### src/rtl/ulpi_link_core.sv
`default_nettype none
// +--------------------------------------------------------------------------+
// | Module   : ulpi_link_core                                                |
// | Purpose  : Link-side ULPI engine. Decodes PHY-owned bus cycles into RX   |
// |            data / RX CMD bytes, and runs register-write and register-    |
// |            read TX CMD sequences with turnaround handling, RX-priority  |
// |            abort/retry and an nxt timeout.                               |
// | Ports    : clk, reset_n          - link clock, async active-low reset    |
// |            ulpi_dir/nxt/data_in  - PHY pins in                           |
// |            ulpi_data_out/oe/stp  - PHY pins out                          |
// |            data, data_valid      - received USB byte + 1-cycle strobe    |
// |            rx_cmd                - last RX CMD byte (held)               |
// |            cmd, cmd_strobe       - command / register-data byte input    |
// |            cmd_busy              - 1 = cmd_strobe is ignored             |
// |            reg_rdata(_valid)     - register read result + strobe         |
// |            cmd_error             - strobe on timeout or illegal command  |
// | Revision : 1.0 - initial release                                         |
// +--------------------------------------------------------------------------+
module ulpi_link_core #(
  parameter int unsigned NXT_TIMEOUT = 255
) (
  input  logic       clk,
  input  logic       reset_n,
  input  logic       ulpi_dir,
  input  logic       ulpi_nxt,
  input  logic [7:0] ulpi_data_in,
  output logic [7:0] ulpi_data_out,
  output logic       ulpi_data_oe,
  output logic       ulpi_stp,
  output logic [7:0] data,
  output logic       data_valid,
  output logic [7:0] rx_cmd,
  input  logic [7:0] cmd,
  input  logic       cmd_strobe,
  output logic       cmd_busy,
  output logic [7:0] reg_rdata,
  output logic       reg_rdata_valid,
  output logic       cmd_error
);

  localparam logic [5:0] EXT_ADDR = 6'h2F;
  localparam logic [7:0] CNT_LAST = 8'(NXT_TIMEOUT - 1);

  typedef enum logic [2:0] {
    IDLE    = 3'd0,
    WDATA   = 3'd1,
    TXCMD   = 3'd2,
    TXDAT   = 3'd3,
    WSTP    = 3'd4,
    RD_TURN = 3'd5,
    RD_DATA = 3'd6
  } state_t;

  state_t     state;
  logic       dir_q;
  logic [7:0] cmd_q;
  logic [7:0] wdata_q;
  logic [7:0] nxt_cnt;
  logic       phy_owns;
  logic       cmd_accept;
  logic       waiting;
  logic       timeout;

  // PHY owns the bus only once dir has been high for two samples; the
  // first high sample is the turnaround and its data is meaningless.
  assign phy_owns     = ulpi_dir && dir_q;
  assign ulpi_data_oe = !ulpi_dir && !dir_q;
  assign cmd_accept   = cmd_strobe && !cmd_busy;

  // Cycles on which the FSM is stalled waiting for the PHY. Cycles where
  // the PHY has taken the bus (preempt) never count toward the timeout.
  always_comb begin
    waiting = 1'b0;
    case (state)
      TXCMD,
      TXDAT:   waiting = ulpi_data_oe && !ulpi_nxt;
      RD_TURN: waiting = !ulpi_dir;
      RD_DATA: waiting = !ulpi_nxt && !phy_owns;
      default: waiting = 1'b0;
    endcase
  end

  assign timeout = waiting && (nxt_cnt == CNT_LAST);

  // Receive decode: independent of the TX FSM except that the register-read
  // result byte must not be mistaken for an RX CMD.
  always_ff @(posedge clk or negedge reset_n) begin
    if (!reset_n) begin
      dir_q      <= 1'b1;
      data       <= 8'h00;
      data_valid <= 1'b0;
      rx_cmd     <= 8'h00;
    end else begin
      dir_q      <= ulpi_dir;
      data_valid <= 1'b0;
      if (phy_owns) begin
        if (ulpi_nxt) begin
          data       <= ulpi_data_in;
          data_valid <= 1'b1;
        end else if (state != RD_DATA) begin
          rx_cmd <= ulpi_data_in;
        end
      end
    end
  end

  // Transmit FSM. ulpi_data_out is loaded with the byte for the state being
  // entered, so it is a clean registered output.
  always_ff @(posedge clk or negedge reset_n) begin
    if (!reset_n) begin
      state           <= IDLE;
      cmd_q           <= 8'h00;
      wdata_q         <= 8'h00;
      nxt_cnt         <= 8'h00;
      ulpi_stp        <= 1'b1;
      ulpi_data_out   <= 8'h00;
      cmd_busy        <= 1'b1;
      reg_rdata       <= 8'h00;
      reg_rdata_valid <= 1'b0;
      cmd_error       <= 1'b0;
    end else begin
      ulpi_stp        <= 1'b0;
      reg_rdata_valid <= 1'b0;
      cmd_error       <= 1'b0;

      if (ulpi_nxt) begin
        nxt_cnt <= 8'h00;
      end else if (waiting) begin
        nxt_cnt <= nxt_cnt + 8'd1;
      end

      if (timeout) begin
        state         <= IDLE;
        nxt_cnt       <= 8'h00;
        cmd_error     <= 1'b1;
        ulpi_stp      <= ulpi_data_oe;
        ulpi_data_out <= 8'h00;
        cmd_busy      <= 1'b0;
      end else begin
        case (state)
          IDLE: begin
            cmd_busy <= 1'b0;
            if (cmd_accept) begin
              case (cmd[7:6])
                2'b10: begin
                  if (cmd[5:0] == EXT_ADDR) begin
                    cmd_error <= 1'b1;
                  end else begin
                    cmd_q <= cmd;
                    state <= WDATA;
                  end
                end
                2'b11: begin
                  if (cmd[5:0] == EXT_ADDR) begin
                    cmd_error <= 1'b1;
                  end else begin
                    cmd_q         <= cmd;
                    state         <= TXCMD;
                    nxt_cnt       <= 8'h00;
                    ulpi_data_out <= cmd;
                    cmd_busy      <= 1'b1;
                  end
                end
                2'b01:   cmd_error <= 1'b1;
                default: ;
              endcase
            end
          end
          WDATA: begin
            if (cmd_accept) begin
              wdata_q       <= cmd;
              state         <= TXCMD;
              nxt_cnt       <= 8'h00;
              ulpi_data_out <= cmd_q;
              cmd_busy      <= 1'b1;
            end
          end
          TXCMD: begin
            if (ulpi_data_oe && ulpi_nxt) begin
              nxt_cnt <= 8'h00;
              // cmd_q[6] separates read (2'b11) from write (2'b10)
              if (cmd_q[6]) begin
                state         <= RD_TURN;
                ulpi_data_out <= 8'h00;
              end else begin
                state         <= TXDAT;
                ulpi_data_out <= wdata_q;
              end
            end
          end
          TXDAT: begin
            if (ulpi_dir) begin
              state         <= TXCMD;
              nxt_cnt       <= 8'h00;
              ulpi_data_out <= cmd_q;
            end else if (ulpi_data_oe && ulpi_nxt) begin
              state         <= WSTP;
              nxt_cnt       <= 8'h00;
              ulpi_stp      <= 1'b1;
              ulpi_data_out <= 8'h00;
            end
          end
          WSTP: begin
            state    <= IDLE;
            cmd_busy <= 1'b0;
          end
          RD_TURN: begin
            if (ulpi_dir && !dir_q) begin
              nxt_cnt <= 8'h00;
              // nxt with the turnaround means RxActive won the bus
              if (ulpi_nxt) begin
                state         <= TXCMD;
                ulpi_data_out <= cmd_q;
              end else begin
                state <= RD_DATA;
              end
            end
          end
          RD_DATA: begin
            if (phy_owns && !ulpi_nxt) begin
              reg_rdata       <= ulpi_data_in;
              reg_rdata_valid <= 1'b1;
              state           <= IDLE;
              cmd_busy        <= 1'b0;
            end
          end
          default: state <= IDLE;
        endcase
      end
    end
  end

endmodule
`default_nettype wire

### config.mk
export PLATFORM = sky130hd
export DESIGN_NAME = ulpi_link_core
export DESIGN_NICKNAME = d
export VERILOG_FILES = /design/src/rtl/ulpi_link_core.sv
export SDC_FILE = /design/constraint.sdc
export NUM_CORES = 1
export LEC_CHECK = 0
export ABC_AREA = 0
export BUFFER_PORTS_ARGS = -buffer_cell sky130_fd_sc_hd__buf_2
export CORE_MARGIN = 2
export CORE_UTILIZATION = 50
export CTS_CLUSTER_DIAMETER = 100
export DETAILED_ROUTE_END_ITERATION = 10
export GPL_ROUTABILITY_DRIVEN = 0
export PLACE_DENSITY = 0.76
export SYNTH_ARGS = -nofsm -noshare
export SYNTH_HDL_FRONTEND = slang
export SYNTH_SLANG_ARGS = --single-unit
### constraint.sdc
create_clock -name clk -period 1.5 [get_ports clk]
set_input_delay 0.375 -clock clk [delete_from_list [all_inputs] [get_ports clk]]
set_output_delay 0.375 -clock clk [all_outputs]
set_load 0.01 [all_outputs]
==> metrics.csv, run 1 <==
stage;metric;value;unit
outcome;status;finished, violations left;
outcome;failing checks;setup timing;
cts;Max clock buf depth;2;
logic_synthesis;Synth Area in XOR/XNOR;1.09;%
final_layout;share of layout cells above drive strength 1;62.6;%
setup_path;crit start category;flip-flop;
floorplan;number of top-level pins;59;
setup_path;critical path class;flip-flop to flip-flop;
power_and_ir_drop;Cell Pwr Density;2000;mW/mm²
global_routing;largest net degree at the start of global routing;66;
drt;Vias;3040;
logic_synthesis;Synth Area in Adders;0.775;%
setup_path;Crit. path cell count;7;
flow_run;max cap viols;0;
power_and_ir_drop;Sw Pwr;3690;µW
sta;Max Clk Rate;544;MHz
drt;DRT antenna net count;0;
drt;Max Used Layer;met4;
drt;Detailed Routing Iterations Pass 1;6;
sta;worst hold margin;0.0345;ns
setup_path;Crit. End Element;flip-flop;
logic_synthesis;post-synthesis register bit count;65;
final_layout;post-route insts no fill;500;
logic_synthesis;compound-gate portion of the synthesized area;12.5;%
cts;htree depth;3;
logic_synthesis;main combinational cell family by area after synthesis;simple AND/OR/NAND/NOR gates;
drt;post-route DRC violation count;0;
global_routing;first-pass GRT wire length;15500;µm
setup_path;worst r2r dst;ulpi_data_out[6];
power_and_ir_drop;clock share of power;15.8;%
cts;TritonCTS Sinks;65;
drt;WL/cell;20.2;µm
floorplan;Std-Cell Rows;29;
sta;final setup TNS;-8.36;ns
min_path;Hold Path Class;input port to asynchronous set/reset pin;
sta;RSZ-0062 raised after global routing;yes;
global_routing;gr usage total;27.8;%
sta;worst slew pin tran;0.424;ns
setup_path;CP top delay family;compound AO/OA/AOI/OAI gates;
global_routing;vias in the first global route;3036;
floorplan;core area;0.00631;mm²
logic_synthesis;syn_area_per_cell;11.8;µm²
logic_synthesis;proportion of synthesized area in mux cells;13.6;%
cts;Reg clk slew, reported paths;0.08;ns
setup_path;CP startpoint;dir_q;
placement;Placed Instances;454;
cts;CTS tree;done;
sta;final setup margin;-0.338;ns
power_and_ir_drop;switching part of the total;37.9;%
logic_synthesis;Cells after Synth;274;
sta;Slew Viols, Final;0;
floorplan;Die ar.;0.00711;mm²
drt;Routed WL;10100;µm
logic_synthesis;register area share after synthesis;50.5;%
logic_synthesis;Post-synth top flop;dfrtp_1;
sta;Rel. slew slack;71.5;%
setup_path;CP Max Fanout;16;
cts;clock latency on the worst-skew pair;0.35;ns
logic_synthesis;syn_nets;297;
final_layout;Layout fillers;375;
final_layout;area grow syn2layout;51.0;%
setup_path;RR Startpoint;dir_q;
cts;TritonCTS buffer count;9;
logic_synthesis;Post-Synth Simple-Gate Area;18.1;%
drt;Post-Route M1 WL;4150;µm
sta;Final Cycle Share;123;%
global_routing;total global routing overflow;0;
setup_path;reg2reg setup slack;-0.34;ns
floorplan;die width;84.4;µm
cts;Root Buffer Master;clkbuf_8;
setup_path;Crit-path slowest cell;dfstp_2;
global_routing;initial antenna violation count;0;
setup_path;crit path cell chain;buf_6, nor3b_2, o32ai_2, a221oi_2, buf_6, nand3_1, a21oi_2;
logic_synthesis;FFs w/ async S/R, synth;100;%
sta;minimum clock period;1.84;ns
sta;Final setup viols;45;
final_layout;ant diodes;0;
logic_synthesis;synthesized cell area;0.00323;mm²
setup_path;Bufs and invs on worst path;2;
drt;WL met3;746;µm
logic_synthesis;Ys Warns;0;
power_and_ir_drop;Flop pwr share;29.1;%
sta;final hold violation count;0;
setup_path;Most Frequent Cell on Critical Path;buf_6;
setup_path;Largest stage delay, worst path;0.39;ns
sta;clk_skew;0.0146;ns
drt;First DRT Iteration DRCs;386;
setup_path;CP Data Arrival Time;2.12;ns
drt;met2 wire len;4830;µm
placement;number of I/O port buffers;58;
setup_path;Required @ worst endpoint;1.78;ns
power_and_ir_drop;Comb power frac;55.1;%
power_and_ir_drop;Pwr Total;9730;µW
logic_synthesis;Netlist cell types;56;
setup_path;R2R cell count;7;
power_and_ir_drop;leakage dissipation;0.00227;µW
final_layout;Final #Nets;441;
power_and_ir_drop;Int Power;6040;µW
floorplan;initial core utilization;51.1;%
floorplan;Die Y-Extent;84.4;µm
logic_synthesis;Post-synth EDFFs;0;
placement;DP HPWL;5410;µm
setup_path;crit path capture;ulpi_data_out[6];
drt;Vias/cell;6.08;
cts;# hold bufs at CTS;0;
power_and_ir_drop;maximum vdd ir drop;0.00129;V
==> registers in the layout, indices dropped and copies added, names as in the netlist <==
name and count:
cmd_error 1, data 8, nxt_cnt 8, data_valid 1, reg_rdata 8, reg_rdata_valid 1
cmd_q 8, rx_cmd 8, cmd_busy 1, dir_q 1, wdata_q 8, ulpi_data_out 8
state 3, ulpi_stp 1
==> worst min path at each step <==
stage | to | depth (start not counted) | slack [ns] | start
global route | ulpi_data_out[5] | 2 | 0.07 | reset_n
floorplan | cmd_error | 0 | 0.08 | reset_n
finish | rx_cmd[1] | 2 | 0.03 | reset_n
global placement | rx_cmd[6] | 2 | 0.41 | reset_n
detailed placement | rx_cmd[6] | 2 | 0.43 | reset_n
CTS | nxt_cnt[4] | 2 | 0.06 | reset_n
==> power groups by stage <==
stage          registers, µW  clock network (µW)  logic [µW]
3_3_place_gp            2780                   0        3740
4_1_cts                 2810                1530        4740
5_1_grt                 2900                1610        5660
2_1_floorplan           2920                   0        2290
6_report                2840                1540        5360
3_5_place_dp            2810                   0        3840
==> per-layer routing <==
layer	vias to the layer above	GRT usage [%]
li1	1294	-
met1	1511	36.4
met2	192	45.5
met3	43	5.41
met4	0	12.1
met5	-	0
==> stage by stage <==
stage | area, µm² | utilization [%] | setup slack [ns]
4_1_cts | 4760 | 75.3 | -0.169
5_1_grt | 4870 | 77.2 | -0.359
3_5_place_dp | 4090 | 64.8 | -0.449
3_3_place_gp | 4090 | 64.8 | -0.312
2_1_floorplan | 3310 | - | -0.0546
6_report | 4870 | 77.2 | -0.338
==> timing repair <==
item                                    4_1_cts  5_1_grt
endpoints found under the hold margin         0        0
resized for setup                            55       34
endpoints found under the setup margin       53       56
setup buffers                                22        8
pin swaps                                    18        6
cloned                                        2        1
==> layout by cell type (no fill, tap or decap), drive strengths merged, types with 3 or more instances in the layout <==
cell and count:
a21oi 13, a222oi 7, and2 8, buf 142, clkbuf 10, clkinvlp 3, dfrtp 62, dfstp 3
inv 9, mux2 38, nand2 13, nand2b 6, nand3 5, nor2 24, nor2b 6, nor3 17
nor3b 4, o21ai 9
==> kinds of logic after synthesis <==
family,after synthesis
AND/OR/NAND/NOR,95
flip-flops,65
AO/OA/AOI/OAI,52
multiplexers,39
buffers and inverters,17
XOR/XNOR,4
adder cells (fa/ha/maj),2
==> synth_stat cells, types with 2 or more instances <==
library cell / number / area (µm²)
buf_4: 2 / 15.0
nor3_4: 2 / 32.5
inv_1: 7 / 26.3
buf_6: 5 / 56.3
nor2b_1: 5 / 31.3
nor3_1: 7 / 35.0
xor2_1: 2 / 17.5
o32ai_1: 2 / 17.5
ha_1: 2 / 25.0
or3_1: 2 / 12.5
a21o_1: 2 / 15.0
xnor2_1: 2 / 17.5
nor3b_1: 4 / 30.0
o22ai_1: 2 / 12.5
nand2b_1: 6 / 37.5
nand3_1: 5 / 25.0
buf_2: 2 / 10.0
dfstp_2: 3 / 78.8
dfrtp_1: 62 / 1550
a21oi_1: 9 / 45.0
nand4_1: 2 / 12.5
nor3_2: 8 / 80.1
a211o_1: 2 / 17.5
and2_1: 8 / 50.1
a21oi_2: 4 / 35.0
o21ai_0: 8 / 40.0
a222oi_1: 7 / 70.1
nand2_1: 13 / 48.8
mux2_2: 38 / 428
nor2_1: 23 / 86.3
a31oi_1: 2 / 12.5
a221oi_2: 2 / 30.0
==> cell type report <==
type | instances | area, µm² | area share (%)
timing repair buffer | 142 | 1070 | 22.0
tap | 77 | 96.3 | 1.98
multi-input combinational | 192 | 1840 | 37.7
clock buffer | 10 | 138 | 2.82
clock inverter | 6 | 66.3 | 1.36
inverter | 8 | 32.5 | 0.667
sequential | 65 | 1630 | 33.5
Power figures use the tool's default switching activity.
==> run 2: changes to the inputs <==
- CORE_ASPECT_RATIO: default -> 0.7
==> metrics.csv, run 2 (same netlist as run 1, synthesis figures left out) <==
stage;metric;value;unit
drt;WL/cell;19.8;µm
power_and_ir_drop;clock share of power;17.1;%
floorplan;Std-Cell Rows;24;
flow_run;max cap viols;0;
sta;Final setup viols;40;
sta;clk_skew;0.0128;ns
setup_path;Most Frequent Cell on Critical Path;buf_4;
setup_path;RR Startpoint;state[2];
global_routing;gr usage total;28.7;%
setup_path;Crit-path slowest cell;dfrtp_1;
sta;Slew Viols, Final;0;
power_and_ir_drop;Int Power;6230;µW
setup_path;crit start category;flip-flop;
drt;Routed WL;10000;µm
setup_path;worst r2r dst;state[2];
global_routing;total global routing overflow;0;
cts;CTS tree;done;
sta;Final Cycle Share;121;%
cts;htree depth;3;
drt;DRT antenna net count;0;
setup_path;reg2reg setup slack;-0.31;ns
floorplan;initial core utilization;51.7;%
sta;Max Clk Rate;553;MHz
cts;TritonCTS buffer count;9;
drt;Detailed Routing Iterations Pass 1;5;
power_and_ir_drop;switching part of the total;37.7;%
cts;clock latency on the worst-skew pair;0.36;ns
sta;minimum clock period;1.81;ns
setup_path;Required @ worst endpoint;1.74;ns
drt;Vias;3000;
drt;First DRT Iteration DRCs;302;
setup_path;R2R cell count;7;
placement;DP HPWL;5560;µm
power_and_ir_drop;Flop pwr share;28.5;%
final_layout;post-route insts no fill;505;
placement;Placed Instances;459;
final_layout;share of layout cells above drive strength 1;64.4;%
global_routing;largest net degree at the start of global routing;66;
setup_path;CP top delay family;buffers and inverters;
sta;final hold violation count;0;
final_layout;commonest non-fill, non-tap cell in the layout;buf_4;
floorplan;Die Y-Extent;71.2;µm
sta;worst slew pin tran;0.447;ns
cts;TritonCTS Sinks;65;
final_layout;commonest non-fill, non-tap cells in the layout;buf_4, dfrtp_1, buf_2, mux2_4, nor2_1;
final_layout;ant diodes;0;
final_layout;area grow syn2layout;53.1;%
global_routing;initial antenna violation count;0;
power_and_ir_drop;Pwr Total;10000;µW
final_layout;Multi-input gate area;0.00186;mm²
setup_path;CP startpoint;state[2];
outcome;failing checks;setup timing;
min_path;Hold Path Class;input port to asynchronous set/reset pin;
setup_path;CP Data Arrival Time;2.05;ns
sta;Rel. slew slack;70.0;%
final_layout;Reg area;0.00163;mm²
setup_path;crit path cell chain;buf_6, nor3_4, buf_4, buf_4, a221oi_4, nor3b_4, nor3_2;
power_and_ir_drop;leakage dissipation;0.00234;µW
sta;RSZ-0062 raised after global routing;yes;
setup_path;CP Max Fanout;5;
power_and_ir_drop;maximum vdd ir drop;0.00104;V
setup_path;Bufs and invs on worst path;3;
global_routing;vias in the first global route;2987;
floorplan;core area;0.00625;mm²
drt;Vias/cell;5.94;
final_layout;Final #Nets;445;
outcome;status;finished, violations left;
setup_path;Crit. End Element;flip-flop;
sta;final setup margin;-0.308;ns
power_and_ir_drop;Sw Pwr;3760;µW
setup_path;critical path class;flip-flop to flip-flop;
placement;DP Area;0.00410;mm²
setup_path;Largest stage delay, worst path;0.44;ns
global_routing;first-pass GRT wire length;15600;µm
cts;Root Buffer Master;clkbuf_8;
floorplan;die width;100;µm
cts;Reg clk slew, reported paths;0.08;ns
floorplan;Die ar.;0.00712;mm²
power_and_ir_drop;Comb power frac;54.3;%
placement;Setup WS pre-CTS;-0.372;ns
placement;number of I/O port buffers;58;
floorplan;number of top-level pins;59;
final_layout;post-route cell area;0.00494;mm²
cts;Max clock buf depth;2;
drt;post-route DRC violation count;0;
final_layout;Layout fillers;343;
power_and_ir_drop;Cell Pwr Density;2020;mW/mm²
-- run 2: repair_timing --
action	CTS	global route
resized for setup	73	28
buffers inserted	25	6
endpoints found under the setup margin	54	55
cloned	4	0
pin swaps	12	20
hold buffers	0	0
-- run 2: power by group through the flow --
stage,Combinational (µW),Sequential [µW],Clock [µW]
after floorplan,2290,2920,0
after global placement,3730,2790,0
after detailed placement,3840,2790,0
after CTS,5000,2810,1740
after global routing,5730,2910,1830
final,5430,2850,1710
-- run 2: worst max-delay path by stage --
stage                       endpoint  cells after the start  slack (ns)
finish                      state[2]                      7       -0.31
global route        ulpi_data_out[2]                      7       -0.35
CTS                     ulpi_data_oe                      4       -0.24
detailed placement        nxt_cnt[1]                      6       -0.37
global placement          nxt_cnt[1]                      6       -0.40
floorplan               reg_rdata[1]                      5       -0.05
-- run 2: area by class of cell --
class                           instances  share of cell area [%]
Clock inverter                          7                    2.08
Timing Repair Buffer                  146                    22.0
Tap cell                               78                    1.97
Sequential cell                        65                    33.0
Clock buffer                            9                    2.51
Multi-Input combinational cell        192                    37.7
Inverter                                8                   0.734
-- run 2: per-stage QoR --
step | utilization (%) | TNS, ns | hold WS, ns
after floorplan | - | -0.729 | 0.0794
after global placement | 65.6 | -10.67 | 0.418
after detailed placement | 65.6 | -11.50 | 0.417
after CTS | 78.1 | -6.49 | 0.0372
after global routing | 79.1 | -9.67 | 0.0380
final | 79.1 | -8.27 | 0.0213
-- run 2: per-layer routing --
layer / GRT usage (%) / share of wire, %
met5: 0 / 0
met3: 9.07 / 9.9
met2: 43.0 / 44
met1: 40.4 / 43
met4: 9.13 / 3.2
-- run 2: worst register-to-register path: stages (launching register included) --
cell and delay (ns):
dfrtp_1 0.44, buf_6 0.18, nor3_4 0.07, buf_4 0.13
buf_4 0.15, a221oi_4 0.38, nor3b_4 0.28, nor3_2 0.07
==> run 3: changes to the inputs <==
- CORE_MARGIN: 2 -> default
- SKIP_LAST_GASP: default -> 1
==> metrics.csv, run 3 (same netlist as run 1, synthesis figures left out) <==
stage;metric;value;unit
outcome;status;finished, violations left;
outcome;failing checks;DRC, setup timing;
floorplan;number of top-level pins;59;
final_layout;Final #Nets;435;
floorplan;die width;98.0;µm
sta;Final setup viols;42;
drt;First DRT Iteration DRCs;329;
global_routing;gr usage total;30.0;%
sta;final setup margin;-0.245;ns
power_and_ir_drop;leakage dissipation;0.00222;µW
placement;DP HPWL;5470;µm
final_layout;share of layout cells above drive strength 1;61.2;%
setup_path;crit start category;flip-flop;
global_routing;vias in the first global route;2966;
setup_path;R2R cell count;6;
global_routing;total global routing overflow;0;
cts;htree depth;3;
global_routing;initial antenna violation count;0;
sta;minimum clock period;1.74;ns
cts;Max clock buf depth;2;
final_layout;commonest non-fill, non-tap cell in the layout;dfrtp_1;
floorplan;initial core utilization;51.9;%
min_path;Hold Path Cell Cnt;2;
sta;Max Clk Rate;573;MHz
drt;DRT antenna net count;0;
sta;final hold violation count;0;
flow_run;max cap viols;0;
cts;TritonCTS Sinks;65;
cts;Reg clk slew, reported paths;0.08;ns
final_layout;Finished Core Util;77.8;%
drt;Detailed Routing Iterations Pass 1;8;
global_routing;first-pass GRT wire length;15300;µm
sta;Final Cycle Share;116;%
drt;Vias;2958;
global_routing;largest net degree at the start of global routing;30;
drt;Vias/cell;5.98;
sta;RSZ-0062 raised after global routing;yes;
setup_path;critical path class;flip-flop to flip-flop;
cts;clock latency on the worst-skew pair;0.36;ns
power_and_ir_drop;maximum vdd ir drop;0.00111;V
placement;Placed Instances;456;
placement;Setup WS pre-CTS;-0.432;ns
min_path;Hold Path Class;input port to flip-flop;
final_layout;ant diodes;0;
sta;worst slew pin tran;0.538;ns
placement;number of I/O port buffers;58;
drt;WL/cell;20.0;µm
drt;Routed WL;9920;µm
floorplan;Die Y-Extent;69.2;µm
setup_path;CP Max Fanout;8;
sta;clk_skew;0.0117;ns
sta;Slew Viols, Final;0;
power_and_ir_drop;Cell Pwr Density;1970;mW/mm²
setup_path;CP Data Arrival Time;2.02;ns
final_layout;commonest non-fill, non-tap cells in the layout;dfrtp_1, buf_2, buf_4, mux2_2, mux2_4;
drt;post-route DRC violation count;2;
final_layout;post-route insts no fill;495;
floorplan;Std-Cell Rows;24;
cts;Root Buffer Master;clkbuf_8;
cts;CTS tree;done;
floorplan;Die ar.;0.00679;mm²
cts;TritonCTS buffer count;9;
setup_path;Required @ worst endpoint;1.78;ns
setup_path;Crit. End Element;flip-flop;
sta;Rel. slew slack;64.0;%
final_layout;area grow syn2layout;49.8;%
floorplan;core area;0.00622;mm²
## run 3: cell types whose count changed in the layout (fill, tap and decap cells not counted), sizes merged
cell	delta
buf	-10
clkinv	-1
dlygate4sd3	+1
## run 3: layer usage
metal | vias to the layer above | part of all wire, % | global-route usage, %
li1 | 1280 | - | -
met1 | 1446 | 40 | 39.4
met2 | 187 | 47 | 45.3
met3 | 45 | 8.9 | 8.27
met4 | 0 | 3.9 | 16.3
met5 | - | 0 | 0
## run 3: what timing repair did
action                     in CTS  in global routing
pin swaps                      11                 18
setup endpoints to repair      54                 52
hold buffers                    1                  0
buffers inserted               20                  7
resized for setup              60                 25
cloned                          2                  0
hold endpoints to repair       13                  0
## run 3: final cells by class
| cell class | instances | area [µm²] |
|---|---|---|
| multi-input combinational | 192 | 1810 |
| clock buffer | 10 | 138 |
| fill | 369 | 1380 |
| sequential | 65 | 1630 |
| timing repair buffer | 136 | 1030 |
| clock inverter | 6 | 90.1 |
| tap | 78 | 97.6 |
| inverter | 8 | 32.5 |
## run 3: where the power goes
part / switching, µW / internal [µW] / leakage, µW
registers: 419 / 2420 / 0.000797
clock network: 761 / 986 / 0.000113
logic: 2440 / 2520 / 0.00131
## run 3: worst paths after layout
path | startpoint | endpoint | slack [ns]
min in group asynchronous | reset_n | cmd_q[5] | 0.48
max in group asynchronous | reset_n | dir_q | 0.44
worst max register to register | dir_q | nxt_cnt[1] | -0.24
worst min register to register | cmd_q[7] | cmd_q[7] | 0.48
worst max-delay path | dir_q | nxt_cnt[1] | -0.24
worst min-delay path | ulpi_data_in[6] | reg_rdata[6] | 0.27
## run 3: worst max-delay path: stages, from the launching register on
cell,delay [ns]
dfstp_2,0.58
or2_4,0.16
a211o_1,0.21
buf_4,0.14
nor2_2,0.03
a211o_4,0.38
a211oi_2,0.16
## run 3: per-stage QoR
step	total power (µW)	hold slack [ns]	TNS [ns]	area (µm²)
after global routing	9980	0.269	-8.81	4840
after floorplan	5210	0.0794	-0.729	3310
after global placement	6450	0.333	-8.77	4110
after CTS	8990	0.269	-5.00	4780
final	9530	0.265	-6.74	4840
after detailed placement	6550	0.333	-10.83	4110
